`src/rtl/div_scheduler.sv`:
```
// Two-requester front end for one shared 8-bit divider: round-robin accept, launch, wait with timeout, respond.
// Latency: 1 cycle accept-to-response for b==0, otherwise divider time + 3; requests and responses stall on valid/ready.
module div_scheduler #(
  parameter int TIMEOUT = 12
) (
  input  logic       clk,
  input  logic       reset,
  input  logic       req0_valid,
  input  logic [7:0] req0_a,
  input  logic [7:0] req0_b,
  output logic       req0_ready,
  input  logic       req1_valid,
  input  logic [7:0] req1_a,
  input  logic [7:0] req1_b,
  output logic       req1_ready,
  output logic       rsp_valid,
  output logic       rsp_id,
  output logic [7:0] rsp_q,
  output logic [7:0] rsp_r,
  output logic       rsp_dbz,
  output logic       rsp_err,
  input  logic       rsp_ready,
  output logic [7:0] div_a,
  output logic [7:0] div_b,
  output logic       div_start,
  input  logic       div_done,
  input  logic [7:0] div_q,
  input  logic [7:0] div_r
);

  localparam int CW = $clog2(TIMEOUT + 1);

  localparam logic [1:0] S_IDLE   = 2'd0;
  localparam logic [1:0] S_LAUNCH = 2'd1;
  localparam logic [1:0] S_WAIT   = 2'd2;
  localparam logic [1:0] S_RESP   = 2'd3;

  logic [1:0]    state_q, state_d;
  logic          last_id_q, last_id_d;
  logic [CW-1:0] cnt_q, cnt_d;
  logic          id_q, id_d;
  logic [7:0]    quot_q, quot_d;
  logic [7:0]    rem_q, rem_d;
  logic          dbz_q, dbz_d;
  logic          err_q, err_d;
  logic [7:0]    div_a_q, div_a_d;
  logic [7:0]    div_b_q, div_b_d;
  logic          start_q, start_d;

  logic       win0, win1, idle;
  logic [7:0] sel_a, sel_b;

  // On a tie the requester that was not served last wins.
  assign win1  = req1_valid & (~req0_valid | ~last_id_q);
  assign win0  = req0_valid & ~win1;
  assign idle  = (state_q == S_IDLE) & ~reset;
  assign req0_ready = idle & win0;
  assign req1_ready = idle & win1;
  assign sel_a = win1 ? req1_a : req0_a;
  assign sel_b = win1 ? req1_b : req0_b;

  assign rsp_valid = (state_q == S_RESP);
  assign rsp_id    = id_q;
  assign rsp_q     = quot_q;
  assign rsp_r     = rem_q;
  assign rsp_dbz   = dbz_q;
  assign rsp_err   = err_q;
  assign div_a     = div_a_q;
  assign div_b     = div_b_q;
  assign div_start = start_q;

  always_comb begin
    state_d   = state_q;
    last_id_d = last_id_q;
    cnt_d     = cnt_q;
    id_d      = id_q;
    quot_d    = quot_q;
    rem_d     = rem_q;
    dbz_d     = dbz_q;
    err_d     = err_q;
    div_a_d   = div_a_q;
    div_b_d   = div_b_q;
    start_d   = 1'b0;
    case (state_q)
      S_IDLE: begin
        if (req0_ready || req1_ready) begin
          id_d = req1_ready;
          if (sel_b == 8'd0) begin
            quot_d  = 8'hFF;
            rem_d   = sel_a;
            dbz_d   = 1'b1;
            err_d   = 1'b0;
            state_d = S_RESP;
          end else begin
            div_a_d = sel_a;
            div_b_d = sel_b;
            start_d = 1'b1;
            state_d = S_LAUNCH;
          end
        end
      end
      S_LAUNCH: begin
        cnt_d   = '0;
        state_d = S_WAIT;
      end
      S_WAIT: begin
        cnt_d = cnt_q + CW'(1);
        // done in the first WAIT cycle may still belong to the previous operation
        if (cnt_q != '0 && div_done) begin
          quot_d  = div_q;
          rem_d   = div_r;
          dbz_d   = 1'b0;
          err_d   = 1'b0;
          state_d = S_RESP;
        end else if (cnt_q == CW'(TIMEOUT - 1)) begin
          quot_d  = 8'd0;
          rem_d   = 8'd0;
          dbz_d   = 1'b0;
          err_d   = 1'b1;
          state_d = S_RESP;
        end
      end
      S_RESP: begin
        if (rsp_ready) begin
          last_id_d = id_q;
          state_d   = S_IDLE;
        end
      end
      default: state_d = S_IDLE;
    endcase
  end

  always_ff @(posedge clk or posedge reset) begin
    if (reset) begin
      state_q   <= S_IDLE;
      last_id_q <= 1'b1;
      cnt_q     <= '0;
      id_q      <= 1'b0;
      quot_q    <= 8'd0;
      rem_q     <= 8'd0;
      dbz_q     <= 1'b0;
      err_q     <= 1'b0;
      div_a_q   <= 8'd0;
      div_b_q   <= 8'd0;
      start_q   <= 1'b0;
    end else begin
      state_q   <= state_d;
      last_id_q <= last_id_d;
      cnt_q     <= cnt_d;
      id_q      <= id_d;
      quot_q    <= quot_d;
      rem_q     <= rem_d;
      dbz_q     <= dbz_d;
      err_q     <= err_d;
      div_a_q   <= div_a_d;
      div_b_q   <= div_b_d;
      start_q   <= start_d;
    end
  end

endmodule

```
`config.mk`:
```
export PLATFORM = sky130hd
export DESIGN_NAME = div_scheduler
export DESIGN_NICKNAME = d
export VERILOG_FILES = /design/src/rtl/div_scheduler.sv
export SDC_FILE = /design/constraint.sdc
export NUM_CORES = 1
export LEC_CHECK = 0
export ABC_CLOCK_PERIOD_IN_PS = 3280
export CAP_MARGIN = 30
export CORE_MARGIN = 10
export CORE_UTILIZATION = 31
export CTS_BUF_LIST = sky130_fd_sc_hd__clkbuf_8
export DETAILED_ROUTE_END_ITERATION = 7
export GPL_TIMING_DRIVEN = 0
export SLEW_MARGIN = 40
export SYNTH_ARGS = -nofsm -noshare
export SYNTH_HDL_FRONTEND = slang
export SYNTH_SLANG_ARGS = --single-unit
```
`constraint.sdc`:
```
create_clock -name clk -period 3.28 [get_ports clk]
set_input_delay 0.656 -clock clk [delete_from_list [all_inputs] [get_ports clk]]
set_output_delay 0.656 -clock clk [all_outputs]
set_load 0.02 [all_outputs]
```
==> flow_metrics.tcl <==
set metrics [dict create \
    worst-setup-path-type "input port to primary output" \
    postCtsSetupRepairBufs 0 \
    pwr-share-seq_pct 31.8 \
    finalHoldViolCount 0 \
    total_leakage_power_uw 0.00138 \
    synth_edf_count 0 \
    antenna_cells 0 \
    yosysTopAreaCellShare_pct 47.5 \
    io_buffers 92 \
    start_kind "input port" \
    dp.cells 415 \
    synth.area.top_cells "dfrtp_1, nand2_1, mux2i_1" \
    endpoint_kind "primary output" \
    critPathSlowestCell "clkdlybuf4s50_1" \
    crit_family "buffers and inverters" \
    num_io_pins 93 \
    p_switching_uw 1090 \
    cpPeakStageDelay_ns 0.49 \
    insertion_delay_ns 0.29 \
    setup-tns-final_ns 0 \
    clk_pin_slew_worst_paths_ns 0.08 \
    maxSlewViolCount 0 \
    slew_headroom_pct 61.9 \
    ys_seq_area_share_pct 48.7 \
    hold-worst-slack_ns 0.525 \
    initial_core_util_pct 32.2 \
    fmax_mhz 328 \
    fin_crit_sh_pct 92.9 \
    p_int_uw 1650 \
    vias 2016 \
    yosysTopAreaCell "dfrtp_1" \
    die_height_um 104 \
    gr-total-overflow 0 \
    cp.arrival_ns 2.39 \
    yosys_warnings 0 \
    finalSetupViolations 0 \
    synthMuxAreaShare_pct 10.8 \
    combPwrFrac_pct 56.2 \
    synth.net_count 286 \
    gp_congestion 0.806 \
    dieArea_mm2 0.0109 \
    worst_slew_pin_slew_ns 0.566 \
    rows 30 \
    syn_area_mm2 0.00221 \
    synthArstFlopShare_pct 100 \
    drt_first_pass_iters 4 \
    drt_iter0_drc 76 \
    drv_cap 0 \
    via_per_inst 4.77 \
    synth_top_family_by_area "simple AND/OR/NAND/NOR gates" \
    crit_chain "clkdlybuf4s50_1, a21bo_1, buf_6, clkbuf_1, nor3_1, dlygate4sd2_1" \
    drc 0 \
    power.density_mw_per_mm2 813 \
    grt_pass1_wl_mm 11.3 \
    synth_compound_area_share_pct 15.6 \
    fill_cells 655 \
    min_path_type "flop to flop" \
    area_growth_pct 51.9 \
    p_clk_share_pct 12.0 \
    nets 386 \
    wirelength_mm 6.94 \
    status "finished, final reports clean" \
    grt_use_total_pct 12.7 \
    postLayoutCoreUtil_pct 48.9 \
    drive_gt1_share_pct 8.26 \
    swShare_pct 39.8 \
    skew_ns 0.00393 \
    synth.avg_cell_area_um2 9.79 \
    rsz0062_at_grt "false" \
    fp.coreArea_mm2 0.00687 \
    yosys.area_share.adder_pct 3.39 \
    cts_made_buffers 5 \
    clock-sinks 43 \
    synth-simple-area-share_pct 17.0 \
    pre_cts_slack_ns -0.121 \
    worstPathMaxFanout 10 \
    layout.cells.non_filler 423 \
    root_buffer "clkbuf_8" \
    ctsHoldBuffers 0 \
    syn_inst 226 \
    cts.path.max_buffers 2 \
    yosysUniqueCellTypes 37 \
    ant_nets 0 \
    min_period_ns 3.05 \
    hpwl_mm 5.51 \
    cts_tree "built" \
    setup_ws_ns 0.233 \
    h-tree-depth 2 \
    critPathRequiredTime_ns 2.62 \
    routedWlPerCell_um 16.4 \
    dieWidth_um 104 \
    grt_pass1_vias 2062 \
    synth-xor-area-share_pct 0 \
    vdd_drop_max_mv 0.393 \
    ys_ff_latch 43 \
    antenna_found_initial 0 \
    grt_max_degree 33 \
    crit_buf_inv 4 \
    synthFlopType "dfrtp_1" \
]
-- repair_timing --
| item | in CTS | in global routing |
|---|---|---|
| hold endpoints to repair | 0 | 0 |
| resized for setup | 1 | 0 |
| endpoints found under the setup margin | 1 | 0 |
-- kinds of logic (layout without fill, tap and decap cells) --
group	after synthesis	count (layout)
AND/OR/NAND/NOR	81	81
AO/OA/AOI/OAI	53	53
flip-flops	43	43
multiplexers	22	22
buffers and inverters	21	122
adder cells (fa/ha/maj)	6	6
-- worst register-to-register path, stage by stage (launching register included) --
cell	delay [ns]
dfrtp_1	0.39
inv_1	0.12
ha_1	0.29
inv_1	0.13
nor4_2	0.56
clkbuf_1	0.45
nor2_1	0.08
a31oi_1	0.16
-- cell usage in the layout, fill, tap and decap left out, types with 2 or more instances in the layout --
| cell | netlist | layout |
|---|---|---|
| and3_1 | 2 | 2 |
| a21oi_1 | 10 | 10 |
| buf_6 | 3 | 3 |
| mux2i_1 | 13 | 13 |
| clkbuf_1 | 8 | 8 |
| mux2_2 | 7 | 7 |
| dfrtp_1 | 42 | 42 |
| inv_1 | 9 | 9 |
| nor2_1 | 20 | 20 |
| mux2_4 | 2 | 2 |
| o31ai_1 | 2 | 2 |
| a31oi_1 | 8 | 8 |
| o21ai_0 | 17 | 17 |
| ha_1 | 6 | 6 |
| clkbuf_8 | 0 | 5 |
| nand2_1 | 35 | 35 |
| nor4_1 | 4 | 4 |
| a2bb2oi_1 | 8 | 8 |
| nand3_1 | 11 | 11 |
| clkdlybuf4s50_1 | 0 | 91 |
-- sequential cells by signal (all words and copies together) (netlist names), 2 cells and up --
signal,cells
rsp_q,8
div_b,8
cnt_q,4
state_q,2
rsp_r,8
div_a,8
-- power groups by stage --
stage	Combinational (µW)	Sequential (µW)	Clock, µW
6_report	1530	869	328
5_1_grt	1670	901	368
4_1_cts	1560	871	342
3_5_place_dp	1560	877	0
3_3_place_gp	1550	871	0
2_1_floorplan	690	1090	0
-- synth_stat cells (2+ instances only) --
| cell | instances |
|---|---|
| a21oi_1 | 10 |
| a2bb2oi_1 | 8 |
| a31oi_1 | 8 |
| and3_1 | 2 |
| buf_6 | 3 |
| clkbuf_1 | 8 |
| dfrtp_1 | 42 |
| ha_1 | 6 |
| inv_1 | 9 |
| mux2_2 | 7 |
| mux2_4 | 2 |
| mux2i_1 | 13 |
| nand2_1 | 35 |
| nand3_1 | 11 |
| nor2_1 | 20 |
| nor4_1 | 4 |
| o21ai_0 | 17 |
| o31ai_1 | 2 |
-- area by class of cell --
type                       count  area [µm²]  area share (%)
timing repair buffer          93         940            28.0
tap                           96         120            3.58
clock inverter                 3        16.3           0.484
buffer                        12        67.6            2.01
inverter                       9        36.3            1.08
multi-input combinational    162        1030            30.8
sequential                    43        1080            32.1
clock buffer                   5        68.8            2.05
-- worst paths after layout --
| kind | from | endpoint | slack, ns | depth (start not counted) |
|---|---|---|---|---|
| worst max-delay path | req1_valid | req1_ready | 0.23 | 6 |
| worst min-delay path | rsp_r[4]$_DFFE_PP0P_ | rsp_r[4]$_DFFE_PP0P_ | 0.52 | 1 |
| worst max register to register | state_q[0]$_DFFE_PP0P_ | div_b[6]$_DFFE_PP0P_ | 1.03 | 7 |
| worst min register to register | rsp_r[4]$_DFFE_PP0P_ | rsp_r[4]$_DFFE_PP0P_ | 0.52 | 1 |
| max in group asynchronous | reset | rsp_r[3]$_DFFE_PP0P_ | 2.21 | 3 |
| min in group asynchronous | reset | div_b[0]$_DFFE_PP0P_ | 0.66 | 2 |
-- metal layers --
metal	GRT usage (%)	routed length (µm)
met4	2.98	61
met5	0	0
met2	20.7	3300
met3	4.21	445
met1	15.7	3130
-- stage by stage --
| stage | total power, µW | cell area [µm²] |
|---|---|---|
| CTS | 2780 | 3360 |
| finish | 2730 | 3360 |
| global placement | 2420 | 3250 |
| floorplan | 1780 | 2210 |
| detailed placement | 2440 | 3280 |
| global route | 2940 | 3360 |
(Power assumes the default switching activity.)
